[src/rtl/clk_div_gen.sv]
// Power-of-two clock divider with glitch-free channel select, alignment pulse and lock flag.
// Define CLKGEN_GATE_EN to make enable=0 clear the divider instead of freezing it.
module clk_div_gen #(
  parameter int unsigned NUM_CH = 3,
  parameter int unsigned SEL_W  = 2
) (
  input  logic              clk,
  input  logic              reset_L,
  input  logic              enable,
  input  logic [SEL_W-1:0]  sel,
  output logic [NUM_CH-1:0] clk_div,
  output logic              clk_sel,
  output logic              sel_busy,
  output logic              sync_pulse,
  output logic              locked
);

  typedef enum logic [0:0] {StIdle, StPending} state_e;

  localparam logic [NUM_CH-1:0] CntOne    = NUM_CH'(1);
  localparam logic [SEL_W:0]    NumChSel  = (SEL_W + 1)'(NUM_CH);

  state_e             state_q, state_d;
  logic [NUM_CH-1:0]  cnt_q, cnt_d;
  logic [SEL_W-1:0]   cur_q, cur_d;
  logic [SEL_W-1:0]   tgt_q, tgt_d;
  logic               clk_sel_q, clk_sel_d;
  logic               sync_q, sync_d;
  logic               locked_q, locked_d;
  logic               align;
  logic               sel_legal;

  assign align     = enable && (cnt_q == '1);
  assign sel_legal = ({1'b0, sel} < NumChSel);

  always_comb begin
    cnt_d     = cnt_q;
    state_d   = state_q;
    cur_d     = cur_q;
    tgt_d     = tgt_q;
    sync_d    = 1'b0;
    locked_d  = locked_q;
    clk_sel_d = 1'b0;

    if (enable) begin
      cnt_d  = cnt_q + CntOne;
      sync_d = align;
      if (align) begin
        locked_d = 1'b1;
      end
      unique case (state_q)
        StIdle: begin
          if (sel_legal && (sel != cur_q)) begin
            tgt_d   = sel;
            state_d = StPending;
          end
        end
        StPending: begin
          // Commit wins over a same-cycle request; that request is re-evaluated next cycle.
          if (align) begin
            cur_d   = tgt_q;
            state_d = StIdle;
          end else if (sel_legal) begin
            if (sel == cur_q) begin
              state_d = StIdle;
            end else begin
              tgt_d = sel;
            end
          end
        end
        default: state_d = StIdle;
      endcase
    end else begin
`ifdef CLKGEN_GATE_EN
      cnt_d    = '0;
      locked_d = 1'b0;
`endif
    end

    // Select from next-state values so clk_sel stays a flop copy of clk_div[cur_sel].
    for (int unsigned i = 0; i < NUM_CH; i++) begin
      if (cur_d == i[SEL_W-1:0]) begin
        clk_sel_d = cnt_d[i];
      end
    end
  end

  always_ff @(posedge clk or negedge reset_L) begin
    if (!reset_L) begin
      state_q   <= StIdle;
      cnt_q     <= '0;
      cur_q     <= '0;
      tgt_q     <= '0;
      clk_sel_q <= 1'b0;
      sync_q    <= 1'b0;
      locked_q  <= 1'b0;
    end else begin
      state_q   <= state_d;
      cnt_q     <= cnt_d;
      cur_q     <= cur_d;
      tgt_q     <= tgt_d;
      clk_sel_q <= clk_sel_d;
      sync_q    <= sync_d;
      locked_q  <= locked_d;
    end
  end

  assign clk_div    = cnt_q;
  assign clk_sel    = clk_sel_q;
  assign sel_busy   = (state_q == StPending);
  assign sync_pulse = sync_q;
  assign locked     = locked_q;

endmodule
[config.mk]
export PLATFORM = sky130hd
export DESIGN_NAME = clk_div_gen
export DESIGN_NICKNAME = d
export VERILOG_FILES = /design/src/rtl/clk_div_gen.sv
export SDC_FILE = /design/constraint.sdc
export NUM_CORES = 1
export LEC_CHECK = 0
export ABC_AREA = 1
export BUFFER_PORTS_ARGS = -buffer_cell sky130_fd_sc_hd__buf_2
export CAP_MARGIN = 25
export CORE_AREA = 2 2 39 41
export DETAILED_ROUTE_END_ITERATION = 16
export DIE_AREA = 0 0 41 43
export SETUP_SLACK_MARGIN = 0.05
export SLEW_MARGIN = 20
export SYNTH_ARGS = -nofsm -noshare
export SYNTH_HDL_FRONTEND = slang
export SYNTH_SLANG_ARGS = --single-unit
export TNS_END_PERCENT = 50
[constraint.sdc]
create_clock -name clk -period 1.6 [get_ports clk]
set_input_delay 0.24 -clock clk [delete_from_list [all_inputs] [get_ports clk]]
set_output_delay 0.24 -clock clk [all_outputs]
set_load 0.05 [all_outputs]
==> metrics.yaml, run 1 <==
place:
  place_congestion: 0.806
  io_buffers: 11
  dp_hpwl_um: 773
  dp_cells: 92
die:
  die_y_um: 43
  rows: 14
  die-area_um2: 1760
  initial_utilization: 0.393
  fp.dieW_um: 41
  io_pins: 12
  core_um2: 1380
worst_setup_path:
  crit_required_ns: 1.76
  crit_type: "register to register"
  reg2reg_depth: 7
  crit_fanout: 5
  cp_data_arrival_time_ns: 1.57
  endpoint_kind: "register"
  start_kind: "register"
logic_synthesis:
  synth_cells: 65
  syn_area_per_cell_um2: 8.37
  syn-num-nets: 72
  synthTopCellsByArea: "dfrtp_1 51%, nand2_1 15%, inv_1 8.3%"
  yosysMostFrequentCell: "nand2_1"
  yosys.area.top_type_share: 0.506
  ys_seq_area_frac: 0.506
  synthArstFlopShare: 1.00
  yosys_register_bits: 11
  synthTopCellsByCount: "22 x nand2_1, 12 x inv_1, 11 x dfrtp_1, 7 x nand3_1"
  synth_flop_cell: "dfrtp_1"
  yosysUniqueCellTypes: 15
  syn_area_um2: 544
  synth_top_area_cell: "dfrtp_1"
  ys_warn_count: 0
  synth_edf_count: 0
drt:
  wire_per_inst_um: 10.0
  drtIter0Drc: 6
  ant_nets: 0
  vias: 440
  via_per_inst: 4.54
  first_pass_iters: 2
  wirelength_um: 970
  drcViolationCount: 0
clock_tree:
  htreeDepth: 1
  cts_tree: "done"
  cts_sinks: 11
  worst_skew_pair.late_latency_ns: 0.27
  clkTransAtPathRegs_ns: 0.07
  cts-resized-gates: 0
  clockBufferDepth: 2
  cts_buffers: 3
  root_buffer: "clkbuf_4"
final_layout:
  nets: 89
  diodes: 0
  area_growth_pct: 20.9
  drive_gt1_frac: 0.272
  nFillCells: 148
  multi_input_area_um2: 224
  utilization: 0.476
  seq_area_um2: 278
  finalNonFillerCells: 97
sta:
  tns_ns: 0
  final_hold_viol_count: 0
  finalClockSkew_ns: 0.00353
  slew_headroom: 0.836
  min_period_ns: 1.41
  tightest_slew_ns: 0.245
  finalCritPeriodShare: 0.879
  max_freq_mhz: 711
  setup-violations-final: 0
  rsz0062_at_grt: "false"
  final-max-slew-violation-count: 0
global_routing:
  gr-usage-met1: 0.159
  grt-busiest-layer: "met2"
  grt_antenna_before_repair: 0
  overflow: 0
  track_usage: 0.142
  grt_pass1_vias: 407
  grt_use_met3: 0.0471
  grt_use_met2: 0.213
  grt_first_pass_wirelength_um: 1610
  grt_max_degree: 12
pwr:
  p_int_w: 0.000662
  power.leakage_nw: 0.371
  worst_ir_drop_vdd_uv: 836
  power-per-cell-area_nw_per_um2: 1900
  switching_share: 0.472
  p_clk_frac: 0.151
  pwr-share-seq: 0.374
  p_comb_frac: 0.474
  switchingPower_w: 0.000591
status:
  outcome: "finished clean"
hold_path:
  hold_depth: 3
  hold_path.class: "input port to register"
run:
  cap_violations: 0
==> what timing repair did <==
action / 4_1_cts / 5_1_grt
buffers inserted: 0 / 0
hold buffers: 1 / 0
endpoints found under the hold margin: 11 / 0
==> layout make-up <==
type / instances / area share
Multi-Input combinational cell: 42 / 0.340
Timing Repair Buffer: 12 / 0.0989
Tap cell: 16 / 0.0304
Clock buffer: 4 / 0.0399
Inverter: 12 / 0.0684
Sequential cell: 11 / 0.422
==> cell usage in the layout, fill, tap and decap left out <==
| master | n |
|---|---|
| nand2_1 | 22 |
| a21oi_2 | 1 |
| o21ai_0 | 1 |
| clkbuf_4 | 3 |
| and2_4 | 1 |
| nand3_1 | 7 |
| nand2_2 | 1 |
| or2_2 | 1 |
| o21ai_2 | 1 |
| nand4_1 | 1 |
| dfrtp_2 | 2 |
| nor2_2 | 1 |
| xnor2_1 | 2 |
| o31ai_1 | 1 |
| clkbuf_1 | 1 |
| ha_1 | 2 |
| buf_2 | 11 |
| inv_1 | 12 |
| dlygate4sd3_1 | 1 |
| dfrtp_1 | 9 |
==> power groups by stage <==
stage | clock (W) | combinational (W) | sequential (W)
finish | 0.000190 | 0.000595 | 0.000469
global route | 0.000214 | 0.000660 | 0.000482
CTS | 0.000194 | 0.000602 | 0.000468
detailed placement | 0 | 0.000598 | 0.000474
global placement | 0 | 0.000597 | 0.000476
floorplan | 0 | 0.000259 | 0.000673
==> worst paths after layout <==
path	startpoint	end	slack (ns)
max in group asynchronous	reset_L	clk_div[1]$_DFF_PN0_	1.02
worst max register to register	clk_div[0]$_DFF_PN0_	tgt_q[1]$_DFFE_PN0P_	0.19
worst min register to register	locked$_DFFE_PN0P_	locked$_DFFE_PN0P_	0.47
worst max-delay path	clk_div[0]$_DFF_PN0_	tgt_q[1]$_DFFE_PN0P_	0.19
min in group asynchronous	reset_L	sel_busy$_DFFE_PN0P_	0.36
worst min-delay path	sel[0]	tgt_q[0]$_DFFE_PN0P_	0.25
==> cells by family after synthesis <==
logic type      synth area share
fa+ha+maj                 0.0460
xor+xnor                  0.0322
buf+inv                   0.0828
simple gates               0.278
flops                      0.506
compound gates            0.0552
==> layer usage <==
metal	wire length, um	part of all wire
met5	0	0
met4	27	0.028
met3	40	0.041
met2	449	0.46
met1	453	0.47
==> state kept, by name (all words and copies together) (netlist names) <==
register and count:
locked 1, clk_sel 1, sync_pulse 1, sel_busy 1, tgt_q 2, cur_q 2
clk_div 3
==> stage by stage <==
stage / total power [W] / hold WS (ns) / cell area (um2) / setup slack [ns]
floorplan: 0.000932 / -0.0556 / 547 / 0.101
global placement: 0.00107 / 0.121 / 622 / 0.199
detailed placement: 0.00107 / 0.122 / 622 / 0.190
CTS: 0.00126 / 0.250 / 658 / 0.180
global route: 0.00136 / 0.257 / 658 / 0.0710
finish: 0.00125 / 0.247 / 658 / 0.193
==> worst max-delay path, cell delays in order (launching register included) <==
cell and delay, ns:
dfrtp_2 0.42, ha_1 0.20, ha_1 0.20, nand3_1 0.16
and2_4 0.18, nand2_2 0.05, nand2_1 0.06, nand2_1 0.04
Note: power is estimated with default switching activity, not from simulation.
==> inputs of run 2 (changes only) <==
--- a/config.mk
+++ b/config.mk
@@ -13,2 +13,3 @@
 export DIE_AREA = 0 0 41 43
+export PLACE_DENSITY = 0.69
 export SETUP_SLACK_MARGIN = 0.05
==> constraint.sdc (replaced) <==
create_clock -name clk -period 1.6 [get_ports clk]
set_input_delay 0.32 -clock clk [delete_from_list [all_inputs] [get_ports clk]]
set_output_delay 0.32 -clock clk [all_outputs]
set_load 0.05 [all_outputs]
==> run 2 against run 1 <==
Critical path depth did not move; first-iteration DRC count fell by 17%; global-route usage rose by 0.32 points; largest power group unchanged.
==> metrics.yaml, run 2 (synthesized netlist as in run 1, its figures left out) <==
die:
  core_um2: 1380
  fp.dieW_um: 41
  io_pins: 12
  die-area_um2: 1760
  rows: 14
  die_y_um: 43
  initial_utilization: 0.393
pwr:
  p_clk_frac: 0.155
  power.leakage_nw: 0.371
  pwr-share-seq: 0.373
  power-per-cell-area_nw_per_um2: 1910
  finalPower_w: 0.00126
  worst_ir_drop_vdd_uv: 686
  p_comb_frac: 0.472
  p_int_w: 0.000661
  switching_share: 0.474
  switchingPower_w: 0.000595
final_layout:
  diodes: 0
  area_growth_pct: 20.9
  layout_common_cells: "22 x nand2_1, 12 x inv_1, 11 x buf_2"
  largest_register_ffs: 3
  utilization: 0.476
  fin_area_um2: 658
  nets: 89
  drive_gt1_frac: 0.272
  mostFrequentLayoutCell: "nand2_1"
clock_tree:
  clockBufferDepth: 2
  cts-resized-gates: 0
  htreeDepth: 1
  clkTransAtPathRegs_ns: 0.08
  cts_buffers: 3
  cts_tree: "done"
  worst_skew_pair.late_latency_ns: 0.27
  cts_sinks: 11
  root_buffer: "clkbuf_4"
worst_setup_path:
  crit_required_ns: 1.76
  path_buf_inv: 0
  cp_slowest_stage_delay_ns: 0.42
  start_kind: "register"
  cp_data_arrival_time_ns: 1.61
  critPathTopFamily: "simple AND/OR/NAND/NOR gates"
  endpoint_kind: "register"
  path_cells: "ha_1 > ha_1 > nand3_1 > and2_4 > nand2_2 > nand2_1 > nand2_1"
  crit_type: "register to register"
  crit_fanout: 5
  slowest_stage: "dfrtp_2"
drt:
  vias: 451
  first_pass_iters: 2
  drcViolationCount: 0
  drtIter0Drc: 5
  ant_nets: 0
  wire_per_inst_um: 10.4
  via_per_inst: 4.65
  wirelength_um: 1010
sta:
  max_freq_mhz: 692
  min_period_ns: 1.44
  fin_ws_ns: 0.155
  final-max-slew-violation-count: 0
  slew_headroom: 0.831
  rsz0062_at_grt: "false"
  final_hold_viol_count: 0
  finalCritPeriodShare: 0.903
  tns_ns: 0
  tightest_slew_ns: 0.253
  setup-violations-final: 0
  finalClockSkew_ns: 0.00758
global_routing:
  grt_max_degree: 12
  grt_first_pass_wirelength_um: 1660
  grt_pass1_vias: 415
  grt_antenna_before_repair: 0
  overflow: 0
  track_usage: 0.145
place:
  place_congestion: 0.739
  dp_slack_ns: 0.169
  io_buffers: 11
  dp_hpwl_um: 779
  dpl-instance-area_um2: 622
hold_path:
  hold_path.class: "input port to register"
run:
  cap_violations: 0
status:
  outcome: "finished clean"
[run 2: layout make-up]
class                           count  area (um2)
Inverter                           12        45.0
Timing Repair Buffer               12        65.1
Multi-Input combinational cell     42         224
Sequential cell                    11         278
Fill cell                         143         726
Clock buffer                        4        26.3
Tap cell                           16        20.0
[run 2: worst min-delay path: stages]
cell,delay (ns)
buf_2,0.12
nand3_1,0.08
nand2_1,0.05
[run 2: repair_timing]
item / CTS / global route
buffers inserted: 0 / 0
endpoints found under the hold margin: 11 / 0
hold buffers: 1 / 0
[run 2: worst paths after layout]
kind | from | end | slack, ns | depth (start not counted)
max | clk_div[0]$_DFF_PN0_ | tgt_q[0]$_DFFE_PN0P_ | 0.16 | 7
min | sel[1] | tgt_q[1]$_DFFE_PN0P_ | 0.34 | 3
max reg2reg | clk_div[0]$_DFF_PN0_ | tgt_q[0]$_DFFE_PN0P_ | 0.16 | 7
min reg2reg | locked$_DFFE_PN0P_ | locked$_DFFE_PN0P_ | 0.46 | 1
max in group asynchronous | reset_L | clk_div[1]$_DFF_PN0_ | 0.93 | 2
min in group asynchronous | reset_L | clk_sel$_DFF_PN0_ | 0.45 | 2
[run 2: metrics by stage]
| stage | hold WS, ns | std cells |
|---|---|---|
| global placement | 0.198 | 92 |
| CTS | 0.332 | 97 |
| global route | 0.343 | 97 |
| finish | 0.336 | 97 |
| detailed placement | 0.201 | 92 |
| floorplan | 0.0244 | 65 |
[run 2: power groups by stage]
stage | Clock, W | Sequential, W | Combinational [W]
2_1_floorplan | 0 | 0.000673 | 0.000259
3_3_place_gp | 0 | 0.000474 | 0.000587
3_5_place_dp | 0 | 0.000474 | 0.000594
4_1_cts | 0.000195 | 0.000469 | 0.000599
5_1_grt | 0.000208 | 0.000485 | 0.000654
6_report | 0.000194 | 0.000469 | 0.000593
[run 2: layer usage]
metal / global-route usage / vias up / routed length [um]
li1: - / 232 / -
met1: 0.159 / 207 / 447
met2: 0.213 / 10 / 495
met3: 0.0471 / 2 / 44
met4: 0.120 / 0 / 19
met5: 0 / - / 0
==> inputs of run 3 (changes only) <==
Clock period 1.6 ns to 1.9 ns, I/O delays scaled along.
==> run 3 against run 2 <==
Sequential cell count stayed put; via count is 0.67% higher; fmax is 2.0% higher; utilization is 0.18 points lower; sequential share of layout area is 0.22 points lower; hold slack better by 0.063 ns; setup slack better by 0.33 ns; first-iteration DRC count is 40% higher; clock power is 18% lower; combinational power is 15% lower; global-route usage is 0.68 points higher; critical endpoint unchanged; largest cell class unchanged; largest power group unchanged.
==> metrics.yaml, run 3 (synthesized netlist as in run 1, its figures left out) <==
die:
  rows: 14
  die-area_um2: 1760
  die_y_um: 43
  io_pins: 12
  fp.dieW_um: 41
  initial_utilization: 0.393
  core_um2: 1380
worst_setup_path:
  cp_data_arrival_time_ns: 1.58
  start_kind: "register"
  slowest_stage: "dfrtp_1"
  path_cells: "ha_1 > ha_1 > nand3_1 > and2_4 > nand2_2 > nand2_1 > nand2_1"
  endpoint_kind: "register"
  cp_slowest_stage_delay_ns: 0.41
  crit_type: "register to register"
  crit_required_ns: 2.06
  crit_fanout: 5
clock_tree:
  htreeDepth: 1
  worst_skew_pair.late_latency_ns: 0.26
  cts_sinks: 11
  cts_buffers: 3
  root_buffer: "clkbuf_4"
  cts-resized-gates: 0
  ctsHoldBuffers: 1
  cts_setup_buffers: 0
  cts_tree: "done"
  clkTransAtPathRegs_ns: 0.07
  clockBufferDepth: 2
sta:
  finalCritPeriodShare: 0.745
  rsz0062_at_grt: "false"
  slew_headroom: 0.821
  final_hold_viol_count: 0
  final-max-slew-violation-count: 0
  min_period_ns: 1.42
  max_freq_mhz: 706
  finalClockSkew_ns: 0.00333
  tns_ns: 0
  tightest_slew_ns: 0.266
  setup-violations-final: 0
drt:
  wire_per_inst_um: 10.8
  drtIter0Drc: 7
  wirelength_um: 1050
  drcViolationCount: 0
  ant_nets: 0
  first_pass_iters: 4
  vias: 454
  via_per_inst: 4.68
pwr:
  worst_ir_drop_vdd_uv: 548
  power.leakage_nw: 0.373
  power-per-cell-area_nw_per_um2: 1610
final_layout:
  area_growth_pct: 20.5
  nets: 89
  fin_area_um2: 656
  utilization: 0.474
  nFillCells: 137
  seq_area_um2: 275
  layout_common_cells: "22 x nand2_1, 12 x inv_1, 11 x dfrtp_1, 11 x buf_2, 7 x nand3_1"
  multi_input_area_um2: 224
  drive_gt1_frac: 0.247
  mostFrequentLayoutCell: "nand2_1"
  largest_register_ffs: 3
  diodes: 0
run:
  cap_violations: 0
global_routing:
  overflow: 0
  grt_first_pass_wirelength_um: 1720
  grt_pass1_vias: 408
  grt_max_degree: 12
  grt_antenna_before_repair: 0
  track_usage: 0.152
status:
  outcome: "finished clean"
place:
  dp_hpwl_um: 828
  io_buffers: 11
  dpl-instance-area_um2: 619
  place_congestion: 0.737
hold_path:
  hold_path.class: "input port to register"
-- run 3: cell types whose count changed in the layout (fill, tap and decap cells not counted) --
cell | before | now
dfrtp_1 | 9 | 11
dfrtp_2 | 2 | 0
-- run 3: report_power, final --
group	switching, W	leakage [nW]	total, W	internal (W)
logic	0.000360	0.229	0.000507	0.000147
clock network	0.0000787	0.0150	0.000160	0.0000811
registers	0.0000654	0.129	0.000391	0.000326
total	0.000504	0.373	0.00106	0.000554
-- run 3: final timing paths --
check	slack, ns	end	cells past startpoint	from
min	0.40	tgt_q[1]$_DFFE_PN0P_	3	sel[1]
max in group asynchronous	1.19	clk_div[1]$_DFF_PN0_	2	reset_L
max	0.48	tgt_q[0]$_DFFE_PN0P_	7	clk_div[0]$_DFF_PN0_
min reg2reg	0.47	locked$_DFFE_PN0P_	1	locked$_DFFE_PN0P_
min in group asynchronous	0.51	sync_pulse$_DFF_PN0_	2	reset_L
max reg2reg	0.48	tgt_q[0]$_DFFE_PN0P_	7	clk_div[0]$_DFF_PN0_
-- run 3: worst max-delay path: cells and delay by family (launching register included) --
kind                     cells  cell delay, ns
flip-flops                   1            0.41
adder cells (fa/ha/maj)      2            0.41
AND/OR/NAND/NOR              5            0.51
-- run 3: stage by stage --
stage	instances	setup slack [ns]	total power, W	hold WS, ns
6_report	97	0.484	0.00106	0.399
5_1_grt	97	0.394	0.00114	0.404
4_1_cts	97	0.477	0.00107	0.390
3_5_place_dp	92	0.494	0.000902	0.260
3_3_place_gp	92	0.507	0.000896	0.260
2_1_floorplan	65	0.261	0.000782	0.0844
-- run 3: area by class of cell --
class,instances,area share
Timing Repair Buffer,12,0.0992
Sequential cell,11,0.420
Tap cell,16,0.0305
Inverter,12,0.0687
Multi-Input combinational cell,42,0.342
Clock buffer,4,0.0401
-- run 3: per-layer routing --
layer,up-vias,track usage,part of all wire
met5,-,0,0
met1,206,0.172,0.39
met3,2,0.0471,0.039
met2,13,0.222,0.54
li1,233,-,-
met4,0,0.120,0.021
